## config.mk

```make
export PLATFORM = sky130hd
export DESIGN_NAME = sipo_deserializer_flat
export DESIGN_NICKNAME = d
export VERILOG_FILES = /design/src/rtl/sipo_deserializer_if.sv /design/src/rtl/sipo_deserializer.sv /design/src/flat_wrapper.sv
export SDC_FILE = /design/constraint.sdc
export NUM_CORES = 1
export LEC_CHECK = 0
export ABC_AREA = 0
export CAP_MARGIN = 20
export CORE_MARGIN = 8
export CORE_UTILIZATION = 47
export CTS_BUF_LIST = sky130_fd_sc_hd__clkbuf_16
export DETAILED_ROUTE_END_ITERATION = 8
export GPL_ROUTABILITY_DRIVEN = 1
export PLACE_DENSITY = 0.87
export SLEW_MARGIN = 10
export SYNTH_ARGS = -nofsm -noshare
export SYNTH_HDL_FRONTEND = slang
export SYNTH_SLANG_ARGS = --single-unit
```

## constraint.sdc

```tcl
create_clock -name clk -period 1.5 [get_ports clk]
set_input_delay 0.15 -clock clk [delete_from_list [all_inputs] [get_ports clk]]
set_output_delay 0.15 -clock clk [all_outputs]
set_load 0.01 [all_outputs]
```

## src/rtl/sipo_deserializer_if.sv

```systemverilog
// Bundle of the serial-in and word-out handshake signals of the deserializer.
// The master side drives the serial stream and consumes words; the slave side
// is the deserializer itself.
interface sipo_deserializer_if #(
  parameter int WIDTH = 8
);
  localparam int CW = $clog2(WIDTH);

  logic             sin_valid;
  logic             sin_data;
  logic             sin_sync;
  logic [WIDTH-1:0] out_data;
  logic             out_valid;
  logic             out_ready;
  logic             overrun;
  logic             overrun_clr;
  logic [CW-1:0]    bit_count;

  modport master (
    output sin_valid, sin_data, sin_sync, out_ready, overrun_clr,
    input  out_data, out_valid, overrun, bit_count
  );

  modport slave (
    input  sin_valid, sin_data, sin_sync, out_ready, overrun_clr,
    output out_data, out_valid, overrun, bit_count
  );
endinterface

```

## src/rtl/sipo_deserializer.sv

```systemverilog
// Serial-in / parallel-out deserializer. Collects a bit-serial stream into
// WIDTH-bit words and offers each completed word through a one-deep holding
// register on a valid/ready port. A completed word that finds the holding
// register occupied and not being consumed is dropped and flagged in a sticky
// overrun bit. The bit counter doubles as the state: 0 is a word boundary.
module sipo_deserializer #(
  parameter int WIDTH     = 8,
  parameter bit MSB_FIRST = 1'b1
) (
  input  logic                 clk,
  input  logic                 rst,
  sipo_deserializer_if.slave   bus
);
  localparam int CW = $clog2(WIDTH);

  logic [WIDTH-1:0] sreg_q,      sreg_d;
  logic [CW-1:0]    cnt_q,       cnt_d;
  logic [WIDTH-1:0] out_data_q,  out_data_d;
  logic             out_valid_q, out_valid_d;
  logic             overrun_q,   overrun_d;

  logic [WIDTH-1:0] shifted_s;
  logic [WIDTH-1:0] first_s;
  logic             last_bit_s;
  logic             complete_s;
  logic             transfer_s;

  // Shift-register image after accepting the current bit, and the image of a
  // word that starts with the current bit after a resynchronisation.
  always_comb begin
    shifted_s = sreg_q;
    first_s   = {WIDTH{1'b0}};
    if (MSB_FIRST) begin
      shifted_s = {sreg_q[WIDTH-2:0], bus.sin_data};
      first_s   = {{(WIDTH-1){1'b0}}, bus.sin_data};
    end else begin
      shifted_s = {bus.sin_data, sreg_q[WIDTH-1:1]};
      first_s   = {bus.sin_data, {(WIDTH-1){1'b0}}};
    end
  end

  // Next-state logic for the shifter, bit counter, holding register and overrun.
  always_comb begin
    sreg_d      = sreg_q;
    cnt_d       = cnt_q;
    out_data_d  = out_data_q;
    out_valid_d = out_valid_q;
    overrun_d   = overrun_q;

    last_bit_s  = (cnt_q == CW'(WIDTH - 1));
    // A resync never completes a word, even if it lands on the last bit slot.
    complete_s  = bus.sin_valid && !bus.sin_sync && last_bit_s;
    transfer_s  = out_valid_q && bus.out_ready;

    if (bus.sin_sync) begin
      if (bus.sin_valid) begin
        sreg_d = first_s;
        cnt_d  = CW'(1);
      end else begin
        sreg_d = {WIDTH{1'b0}};
        cnt_d  = {CW{1'b0}};
      end
    end else if (bus.sin_valid) begin
      sreg_d = shifted_s;
      if (last_bit_s) begin
        cnt_d = {CW{1'b0}};
      end else begin
        cnt_d = cnt_q + CW'(1);
      end
    end else begin
      sreg_d = sreg_q;
      cnt_d  = cnt_q;
    end

    // Load when the holding register is free or is being emptied this cycle,
    // so back-to-back words stream without a bubble.
    if (complete_s && (!out_valid_q || transfer_s)) begin
      out_data_d  = shifted_s;
      out_valid_d = 1'b1;
    end else if (transfer_s) begin
      out_valid_d = 1'b0;
    end else begin
      out_valid_d = out_valid_q;
    end

    // Setting has priority over a simultaneous clear.
    if (complete_s && out_valid_q && !bus.out_ready) begin
      overrun_d = 1'b1;
    end else if (bus.overrun_clr) begin
      overrun_d = 1'b0;
    end else begin
      overrun_d = overrun_q;
    end
  end

  // State registers with synchronous reset; a pending word is discarded.
  always_ff @(posedge clk) begin
    if (rst) begin
      sreg_q      <= {WIDTH{1'b0}};
      cnt_q       <= {CW{1'b0}};
      out_data_q  <= {WIDTH{1'b0}};
      out_valid_q <= 1'b0;
      overrun_q   <= 1'b0;
    end else begin
      sreg_q      <= sreg_d;
      cnt_q       <= cnt_d;
      out_data_q  <= out_data_d;
      out_valid_q <= out_valid_d;
      overrun_q   <= overrun_d;
    end
  end

  assign bus.out_data  = out_data_q;
  assign bus.out_valid = out_valid_q;
  assign bus.overrun   = overrun_q;
  assign bus.bit_count = cnt_q;
endmodule

```

## src/flat_wrapper.sv

```systemverilog
// flat-port wrapper written by rule: the top's interface ports become plain ports
module sipo_deserializer_flat 
#(
  parameter int WIDTH     = 8,
  parameter bit MSB_FIRST = 1'b1
)
  (clk, rst, bus_sin_valid, bus_sin_data, bus_sin_sync, bus_out_ready, bus_overrun_clr, bus_out_data, bus_out_valid, bus_overrun, bus_bit_count);
  sipo_deserializer_if #(.WIDTH(WIDTH)) bus_i ();
  input  logic clk;
  input  logic rst;
  input wire logic [$bits(bus_i.sin_valid)-1:0] bus_sin_valid;
  input wire logic [$bits(bus_i.sin_data)-1:0] bus_sin_data;
  input wire logic [$bits(bus_i.sin_sync)-1:0] bus_sin_sync;
  input wire logic [$bits(bus_i.out_ready)-1:0] bus_out_ready;
  input wire logic [$bits(bus_i.overrun_clr)-1:0] bus_overrun_clr;
  output wire logic [$bits(bus_i.out_data)-1:0] bus_out_data;
  output wire logic [$bits(bus_i.out_valid)-1:0] bus_out_valid;
  output wire logic [$bits(bus_i.overrun)-1:0] bus_overrun;
  output wire logic [$bits(bus_i.bit_count)-1:0] bus_bit_count;
  assign bus_i.sin_valid = bus_sin_valid;
  assign bus_i.sin_data = bus_sin_data;
  assign bus_i.sin_sync = bus_sin_sync;
  assign bus_i.out_ready = bus_out_ready;
  assign bus_i.overrun_clr = bus_overrun_clr;
  assign bus_out_data = bus_i.out_data;
  assign bus_out_valid = bus_i.out_valid;
  assign bus_overrun = bus_i.overrun;
  assign bus_bit_count = bus_i.bit_count;
  sipo_deserializer #(.WIDTH(WIDTH), .MSB_FIRST(MSB_FIRST)) u_core (.clk(clk), .rst(rst), .bus(bus_i));
endmodule
```

==> metrics.csv, run 1 <==
metric,value,unit
quantity_of_i_o_buffers_inserted_on_ports,19,
clock_tree.root_cell,clkbuf_16,
power.static_leakage,0.4388,nW
cts-buffers-inserted,3,
power,0.001150,W
vias_in_the_first_global_route,624,
fraction_of_post_synthesis_cell_area_in_the_top_cell_type_by_area,0.4706,
path_class,flop to flop,
clkLatencyLatePin,0.25,ns
globalRouteMet1Util,0.1021,
final-max-slew-violation-count,0,
globalRouteOverflowTotal,0,
grt.busiest_layer,met2,
synthDistinctLibCells,19,
floorplan.die.height,58.55,um
diodes,0,
synth_seq_cells,20,
critical_path.max_stage_delay,0.35,ns
setup_tns,0,ns
hold_path_class,flop to flop,
gp_routability_congestion,0.7850,
die-area,3428,sq um
antenna_left,0,
yosysSeqAreaShare,0.4706,
tightest_slew,0.2620,ns
cp_max_fo,8,
cp_data_required_time,1.67,ns
fp.coreArea,1708,sq um
result_of_the_run,finished clean,
dr_total_vias,617,
clock_path_buffers,2,
power.density_cell_area,979.0,nW/um^2
start_util,0.4982,
htree_num_levels,1,
setup_repair_after_global_routing_missed_its_margin,false,
routed_via_density,4.674,
synth_nets,93,
grt_pass1_wl,2684,um
post_synth.cell_area_avg,10.13,sq um
drt_first_pass_iters,2,
critPathCaptureType,flop,
timing.slew.headroom,0.8253,
groute.layer.met2.usage,0.1827,
drive_gt1_frac,0.1121,
routedWlPerCell,12.59,um
syn_to_final_growth,38.09,%
cts.clk_slew.worst_paths,0.05,ns
fin_util,0.6879,
gr-usage-met3,0.03261,
top_achievable_clock_speed,717.3,MHz
cap_viol_max_count,0,
finalWorstPathRequiredPeriod,1.394,ns
rows,15,
worstPathArrival,1.57,ns
chipWidth,58.55,um
drt-total-wl,1662,um
clock-skew-final,0.002964,ns
path_cells,ha_1 -> ha_2 -> nand3b_4 -> nor2b_2 -> buf_12 -> mux2i_1,
synth_largest_area_cell,dfxtp_1,
synth_area_leaders,"dfxtp_1, mux2i_1, nand2b_1",
layout_common_cells,"clkdlybuf4s50_1, dfxtp_1, nand2b_1",
power.ir.vdd_worst,0.001169,V
dp_hpwl,1227,um
cts-hold-fix-buffers,0,
grt_max_degree,14,
netlist_instances,84,
synthesis.area,850.8,sq um
critical_path_slowest_stage_cell,dfxtp_1,
detail_route.iter0.violations,9,
post_cts.repair.setup_buffers,0,
worstSetupStartpointType,flop,
finalSetupViolCount,0,
sink_count_of_the_clock_tree,20,
antenna_found_initial,0,
pin_count,20,
final.period_utilization,0.9294,
net_count_final,117,
grtUsageTotal,0.1031,
ctsResizeCount,0,
remaining_drc_errors,0,
ys.warnings.count,0,
tritoncts,built,
timing.final.hold_violations,0,
-- state kept, by name, indices dropped and copies added, names as in the netlist --
signal	flops
u_core.sreg_q	7
u_core.bus.bit_count	3
u_core.bus.out_valid	1
u_core.bus.out_data	8
u_core.bus.overrun	1
-- worst max-delay path, delay by kind of cell (launching register included) --
family                   cells  cell delay (ns)
multiplexers                 1             0.20
adder cells (fa/ha/maj)      2             0.38
buffers and inverters        1             0.15
AND/OR/NAND/NOR              2             0.25
flip-flops                   1             0.35
-- area by class of cell --
type,count,area (sq um)
fill,126,533.0
sequential,20,401.6
clock buffer,3,75.07
tap,25,31.28
inverter,1,3.754
multi-input combinational,58,419.2
clock inverter,1,3.754
timing repair buffer,24,240.2
-- path summary, 6_finish.rpt --
kind	startpoint	end	slack [ns]	depth (start not counted)
worst max-delay path	u_core.bus.bit_count[1]	u_core.bus.out_data[6]	0.11	6
worst min-delay path	u_core.bus.out_data[0]	u_core.bus.out_data[0]	0.47	2
worst max register to register	u_core.bus.bit_count[1]	u_core.bus.out_data[6]	0.11	6
worst min register to register	u_core.bus.out_data[0]	u_core.bus.out_data[0]	0.47	2
-- where the power goes --
part | leakage [nW] | internal (W) | switching, W
combinational | 0.238 | 0.0000424 | 0.0000302
clock | 0.0385 | 0.000354 | 0.000183
sequential | 0.162 | 0.000536 | 0.00000390
total | 0.439 | 0.000933 | 0.000217
-- cells by family (layout without fill, tap and decap cells) --
| logic type | Yosys count | count (layout) | synth area share |
|---|---|---|---|
| AND/OR/NAND/NOR | 35 | 35 | 0.2471 |
| flip-flops | 20 | 20 | 0.4706 |
| multiplexers | 15 | 15 | 0.1765 |
| AO/OA/AOI/OAI | 6 | 6 | 0.03676 |
| buffers and inverters | 6 | 29 | 0.03970 |
| adder cells (fa/ha/maj) | 2 | 2 | 0.02941 |
-- synth_stat cells --
cell / number
dfxtp_1: 20
a21oi_1: 4
nor2b_1: 1
buf_6: 1
nor3b_1: 1
clkbuf_1: 3
nor2_1: 10
o21ai_1: 1
mux2i_1: 15
inv_1: 1
ha_1: 2
nand3b_1: 1
nand2_1: 1
buf_4: 1
or2_1: 1
nor2b_2: 1
o22ai_1: 1
nand3b_4: 1
nand2b_1: 18
-- through the flow --
stage	instance area [sq um]	setup slack, ns	instances	hold slack (ns)
finish	1175	0.1059	132	0.4726
global route	1175	0.001263	132	0.5078
CTS	1171	0.02230	132	0.4788
detailed placement	1092	0.04413	128	0.4643
global placement	1092	0.1415	128	0.4586
floorplan	850.8	0.1528	84	0.2907
-- routing by layer --
metal,share of wire,vias to the layer above
met5,0,-
met4,0.013,0
met1,0.44,275
li1,-,324
met3,0.046,2
met2,0.50,16
Power figures use the tool's default switching activity.
==> run 2, diff against run 1 <==
Settings changed: SLEW_MARGIN 10 to 30.
==> results of run 2 <==
Same layout as run 1: the final DEF is identical, and so are final timing and power.
